<file path="config.mk">
export PLATFORM = sky130hd
export DESIGN_NAME = edge_counter_param
export DESIGN_NICKNAME = d
export VERILOG_FILES = /design/src/rtl/edge_counter_param.sv
export SDC_FILE = /design/constraint.sdc
export NUM_CORES = 1
export LEC_CHECK = 0
export ABC_CLOCK_PERIOD_IN_PS = 2700
export CORE_MARGIN = 3
export CORE_UTILIZATION = 46
export CTS_CLUSTER_DIAMETER = 50
export DETAILED_ROUTE_END_ITERATION = 6
export PLACE_DENSITY = 0.79
export SLEW_MARGIN = 15
export SYNTH_ARGS = -nofsm -noshare
export SYNTH_HDL_FRONTEND = slang
export SYNTH_SLANG_ARGS = --single-unit
export TNS_END_PERCENT = 10
</file>
<file path="constraint.sdc">
create_clock -name i_clk -period 2.7 [get_ports i_clk]
set_clock_uncertainty 0.1 [all_clocks]
set_input_delay 0.27 -clock i_clk [delete_from_list [all_inputs] [get_ports i_clk]]
set_output_delay 0.27 -clock i_clk [all_outputs]
set_load 0.02 [all_outputs]
</file>
<file path="src/rtl/edge_counter_param.sv">
// edge_counter_param: parametrised edge-qualified up/down event counter with load, wrap/saturate and sticky limit flags
module edge_counter_param #(
  parameter int WIDTH = 8,
  parameter bit SAT = 1'b0
) (
  input  logic             i_clk,
  input  logic             i_rst_n,
  input  logic             i_num_i,
  input  logic             i_en,
  input  logic             i_dir,
  input  logic [1:0]       i_edge_sel,
  input  logic             i_load,
  input  logic [WIDTH-1:0] i_load_val,
  input  logic             i_of_clr,
  output logic             o_of,
  output logic             o_uf,
  output logic             o_tc,
  output logic [WIDTH-1:0] c_cnt
);
  localparam logic [WIDTH-1:0] MAX = '1;
  logic num_q;
  logic evt;
  logic step;
  logic hit_of;
  logic hit_uf;
  logic [WIDTH-1:0] cnt_nxt;
  // qualify the event and work out the next count and limit hits
  always_comb begin
    evt = i_edge_sel == 2'b00 ? i_num_i :
          i_edge_sel == 2'b01 ? i_num_i & ~num_q :
          i_edge_sel == 2'b10 ? ~i_num_i & num_q :
                                i_num_i ^ num_q;
    step = i_en & ~i_load & evt;
    hit_of = step & i_dir & (c_cnt == MAX);
    hit_uf = step & ~i_dir & (c_cnt == '0);
    cnt_nxt = i_load ? i_load_val :
              !step ? c_cnt :
              (SAT && (hit_of || hit_uf)) ? c_cnt :
              i_dir ? c_cnt + WIDTH'(1) : c_cnt - WIDTH'(1);
  end
  // state update; the input history is reloaded on reset so release never fabricates an edge
  always_ff @(posedge i_clk) begin
    num_q <= i_num_i;
    if (!i_rst_n) begin
      c_cnt <= '0;
      o_of <= 1'b0;
      o_uf <= 1'b0;
      o_tc <= 1'b0;
    end else begin
      c_cnt <= cnt_nxt;
      o_tc <= hit_of | hit_uf;
      o_of <= (o_of & ~i_of_clr) | hit_of;
      o_uf <= (o_uf & ~i_of_clr) | hit_uf;
    end
  end
endmodule

</file>
Word-level counts from Yosys, hierarchy flattened
Cells that the tools add are included.
{ "word_totals": {"reg_bits": 12, "inputBits": 17, "output_inout_bits": 11, "elab_cells": 38} }
{ "classes": {"add_sub_neg": 2, "n_eq_ne": 3, "n_mux": 6, "bitwise_logic": 19, "reduce_logical": 3} }
{ "op_table": {"columns": ["op", "n"], "rows": [
  ["two-way mux 8 bit", 3],
  ["AND 1 bit", 10],
  ["adder 8 x 1 -> 8 bit, second input constant", 1],
  ["equality test 8 bit, second input constant", 1],
  ["zero test 8 bit", 1],
  ["subtractor 8 x 1 -> 8 bit, second input constant", 1],
  ["NOT 1 bit", 5],
  ["two-way mux 1 bit", 3],
  ["bitwise OR 1 bit", 3],
  ["equality test 2 x 1 -> 1 bit, second input constant", 1],
  ["equality test 2 bit, second input constant", 1],
  ["zero test 2 bit", 1],
  ["nonzero test 2 bit", 1],
  ["bitwise XOR 1 bit", 1]
]} }

Longest topological paths before layout
{ "logic_depth": {"depth_word": 9, "depth_mapped": 6, "depth_no_buf": 6} }

Least setup slack after synthesis
OpenSTA, ideal clock, no wires.
{ "synth_timing": {"kind": "register -> register", "from": "reg c_cnt[0]", "to": "reg c_cnt[6]", "setup_ns": 0.058, "arrival_ns": 1.843, "t_required_ns": 2.542, "setup_slack_ns": 0.699, "path_stages_with_launch": 6, "n_path_buf": 0, "synth_period_minus_slack_ns": 2.001, "path_cell_list": "dfxtp_1 -> fa_1 -> a211o_1 -> a2111o_1 -> a31oi_1 -> o221a_2"} }
{ "synth_via": {"elab_chain_len": 4, "word_cells_on_any_way": 5, "classes_between": "2 x add/sub; 3 x mux"} }
{ "synth_lines": {"columns": ["item", "line_no", "text"], "rows": [
  ["start: declaration", "18", "output logic [WIDTH-1:0] c_cnt"],
  ["start signal: assignment", "50", "c_cnt <= cnt_nxt;"],
  ["subtractor 8 x 1 -> 8 bit / adder 8 x 1 -> 8 bit (equally long branches)", "39", "i_dir ? c_cnt + WIDTH'(1) : c_cnt - WIDTH'(1);"],
  ["two-way mux 8 bit (*)", "39", null],
  ["two-way mux 8 bit (*)", "37", "!step ? c_cnt :"],
  ["two-way mux 8 bit (*)", "36", "cnt_nxt = i_load ? i_load_val :"]
]} }
Every way passes the cells marked *; elsewhere a longest branch is shown, timed or not. The select of a mux whose other input is x is not followed.
A chain may end at the register's enable or synchronous reset.

Worst setup path in the final report
{ "layout_timing": {"from": "in i_dir", "to": "reg c_cnt[6]"} }
{ "layout_via": {"elab_chain_len": 3} }
{ "layout_lines": {"columns": ["item", "line_no", "text"], "rows": [
  ["start: declaration", "10", "input logic i_dir,"],
  ["two-way mux 8 bit", "39", null],
  ["two-way mux 8 bit", "37", null],
  ["two-way mux 8 bit", "36", null]
]} }
No other way between the ends. The select of a mux whose other input is x is not followed.

==> results.py <==
metrics = {
    "clocking": {
        "cts-root-buf": "clkbuf_4",
        "numCtsBuffers": 3,
        "clkTransAtPathRegs_ns": 0.08,
        "htreeDepth": 1,
        "cts_num_sinks": 12,
        "cts_hold_buf": 0,
        "clock_latency_ns": 0.27,
        "cts_tree": "built",
        "postCtsSetupBuffers": 0,
        "cts_buffer_depth": 2,
        "cts_resized": 0,
    },
    "global_routing": {
        "grt_pass1_vias": 890,
        "grt_first_pass_wirelength_um": 3939,
        "gr-usage-all-layers_pct": 19.94,
        "grt_max_degree": 14,
        "grt_overflow": 0,
        "grt_antenna_before_repair": 0,
    },
    "drt": {
        "routedWlPerCell_um": 14.33,
        "drtPass1Iterations": 4,
        "drtIter0Drc": 9,
        "ant_nets": 0,
        "via_count": 927,
        "routed_wirelength_um": 2292,
        "viasPerCell": 5.794,
        "drc": 0,
    },
    "critical_path": {
        "startpoint": "i_dir",
        "critPathMaxFanout": 7,
        "slowest_stage": "clkdlybuf4s50_1",
        "endpoint_kind": "flop",
        "path_class": "input pin to flop",
        "cp_cell_sequence": "clkdlybuf4s50_1 > inv_1 > fa_1 > a211o_1 > a2111o_1 > a31oi_1 > o221a_2",
        "start_kind": "input pin",
        "r2r-start": "c_cnt[0]",
        "crit_family": "compound AO/OA/AOI/OAI gates",
        "crit_path_max_incr_delay_ns": 0.53,
        "reg2reg_depth": 5,
        "timing.reg2reg.setup_slack_ns": 0.66,
        "r2r_end": "c_cnt[6]",
        "crit_buf_inv": 2,
        "arrival_ns": 2.49,
        "crit_required_ns": 2.82,
    },
    "power_and_ir_drop": {
        "leakagePower_nw": 0.4926,
        "power_density_nw_per_um2": 437.2,
        "p_int_mw": 0.3652,
        "vdd_ir_drop_max_uv": 338.2,
        "power_frac_clock_pct": 26.7,
        "p_comb_share_pct": 35.4,
        "power_frac_seq_pct": 37.9,
        "p_sw_mw": 0.1769,
        "switching_share_pct": 32.64,
    },
    "logic_synthesis": {
        "ys_types": 42,
        "synth-seq-area-share_pct": 26.05,
        "syn_inst": 106,
        "synth.avg_cell_area_um2": 8.699,
        "syn-cell-area_um2": 922.1,
        "synth_area_leaders": "dfxtp_1 26%, ha_1 11%, o21ai_0 4.3%, a21oi_1 3.8%, nand3_1 3.3%",
        "ys_seq_elements": 12,
        "yosysWarnings": 0,
        "yosys.area.top_type": "dfxtp_1",
        "syn-num-nets": 132,
        "synth_top_area_share_pct": 26.05,
    },
    "timing": {
        "period_needed_ns": 2.372,
        "min_period_over_period_pct": 87.85,
        "final_hold_viol_count": 0,
        "rsz0062_at_grt": "no",
        "relSlewSlack_pct": 70.41,
        "max_slew.worst_pin.slew_ns": 0.4424,
        "finalMaxSlewViolations": 0,
        "worst_hold_slack_ns": 0.4416,
        "fmax_mhz": 421.6,
        "setup_viol": 0,
        "tns_ns": 0,
    },
    "worst_hold_path": {
        "min_to": "num_q",
        "min_from": "i_num_i",
        "hold_path.class": "input pin to flop",
        "hold_depth": 1,
    },
    "place": {
        "port_buffers": 27,
        "placed_cell_area_um2": 1204,
        "hpwl_um": 1796,
        "gp_congestion": 0.8288,
    },
    "cells_and_area": {
        "syn_to_final_growth_pct": 34.46,
        "fin_nets": 162,
        "fillers": 166,
        "drive_above_1_share_pct": 8.889,
        "final_area_um2": 1240,
        "antenna_cells": 0,
    },
    "run_status": {
        "status": "finished clean",
    },
    "floorplanning": {
        "die_h_um": 50.78,
        "num_io_pins": 28,
        "rows": 15,
        "coreArea_um2": 1802,
        "initial_core_util_pct": 51.18,
        "die_area_um2": 2578,
        "die_w_um": 50.78,
    },
    "job": {
        "maxCapViolations": 0,
    },
}
sequential cells by signal (all words and copies together), names as in the netlist:
register and cells:
o_uf 1, c_cnt 8, o_of 1, num_q 1, o_tc 1
layout make-up:
type                       instances  area [um^2]  share of cell area [%]
multi-input combinational         86        639.4                   51.56
timing repair buffer              27        270.3                   21.80
sequential                        12        240.2                   19.37
clock buffer                       4        36.28                   2.926
tap                               25        31.28                   2.523
inverter                           6        22.52                   1.816
layer usage:
| metal | GRT usage, % | share of wire, % | vias up |
|---|---|---|---|
| li1 | - | - | 461 |
| met1 | 24.59 | 44 | 429 |
| met2 | 33.91 | 48 | 35 |
| met3 | 4.451 | 7.8 | 2 |
| met4 | 6.726 | 0.74 | 0 |
| met5 | 0 | 0 | - |
how the worst max path moves through the flow:
stage / to / slack [ns] / cells after the start
finish: c_cnt[6] / 0.33 / 7
global placement: c_cnt[6] / 0.09 / 7
detailed placement: c_cnt[6] / 0.04 / 7
floorplan: c_cnt[6] / 0.70 / 5
global route: c_cnt[6] / 0.18 / 7
CTS: c_cnt[6] / 0.33 / 7
Yosys cell counts:
| cell | instances |
|---|---|
| dfxtp_1 | 12 |
| ha_1 | 8 |
| nand2_1 | 8 |
| o21ai_0 | 8 |
| a21oi_1 | 7 |
| nand3_1 | 6 |
| nor2_1 | 6 |
| inv_1 | 5 |
| o21a_1 | 4 |
| nor3_1 | 3 |
| xnor2_1 | 3 |
| a21o_1 | 2 |
| a31oi_1 | 2 |
| a32o_1 | 2 |
| nor2b_1 | 2 |
| nor4_1 | 2 |
| a2111o_1 | 1 |
| a211o_1 | 1 |
| a211oi_2 | 1 |
| a221oi_1 | 1 |
| a311o_1 | 1 |
| a32oi_4 | 1 |
| a41oi_1 | 1 |
| and2_2 | 1 |
| and2b_1 | 1 |
| and2b_2 | 1 |
| and3_1 | 1 |
| and4_1 | 1 |
| buf_6 | 1 |
| clkinv_1 | 1 |
| dlygate4sd1_1 | 1 |
| fa_1 | 1 |
| mux2_2 | 1 |
| mux2i_1 | 1 |
| nand3b_1 | 1 |
| nor3b_1 | 1 |
| o221a_2 | 1 |
| o221ai_1 | 1 |
| o31ai_1 | 1 |
| o31ai_2 | 1 |
| or2_2 | 1 |
| xor2_1 | 1 |
layout by cell type, fill, tap and decap left out, types with 2 or more instances in the layout:
master           count
o21a_1               4
o21ai_0              8
nor3_1               3
a21oi_1              7
nand2_1              8
dfxtp_1             12
ha_1                 8
inv_1                5
xnor2_1              3
a32o_1               2
clkdlybuf4s50_1     27
a21o_1               2
nand3_1              6
nor4_1               2
a31oi_1              2
clkbuf_4             3
nor2b_1              2
nor2_1               6
cell families (layout without fill, tap and decap cells):
| logic type | after synthesis | after routing | share of synthesized area (%) |
|---|---|---|---|
| compound gates | 36 | 36 | 30.39 |
| mux | 2 | 2 | 2.307 |
| flops | 12 | 12 | 26.05 |
| fa+ha+maj | 9 | 9 | 13.03 |
| xor+xnor | 4 | 4 | 3.800 |
| buf+inv | 8 | 37 | 4.613 |
| simple gates | 35 | 35 | 19.81 |
power by group through the flow:
stage          clock, mW  combinational, mW  sequential (mW)
2_1_floorplan          0              0.114            0.217
3_3_place_gp           0              0.188            0.209
3_5_place_dp           0              0.191            0.209
4_1_cts            0.148              0.192            0.205
5_1_grt            0.157              0.212            0.208
6_report           0.145              0.192            0.205
through the flow:
| step | power [mW] | util [%] | worst slack (ns) | instances |
|---|---|---|---|---|
| final | 0.5421 | 68.82 | 0.3280 | 160 |
| after global routing | 0.5766 | 68.82 | 0.1809 | 160 |
| after CTS | 0.5453 | 68.82 | 0.3256 | 160 |
| after detailed placement | 0.4005 | 66.81 | 0.03816 | 156 |
| after global placement | 0.3965 | 66.81 | 0.09116 | 156 |
| after floorplan | 0.3310 | - | 0.6989 | 106 |
worst register-to-register path, stage by stage, from the launching register on:
cell and delay [ns]:
dfxtp_1 0.40, fa_1 0.48, a211o_1 0.32, a2111o_1 0.36, a31oi_1 0.14, o221a_2 0.20
Note: power is estimated with default switching activity, not from simulation.
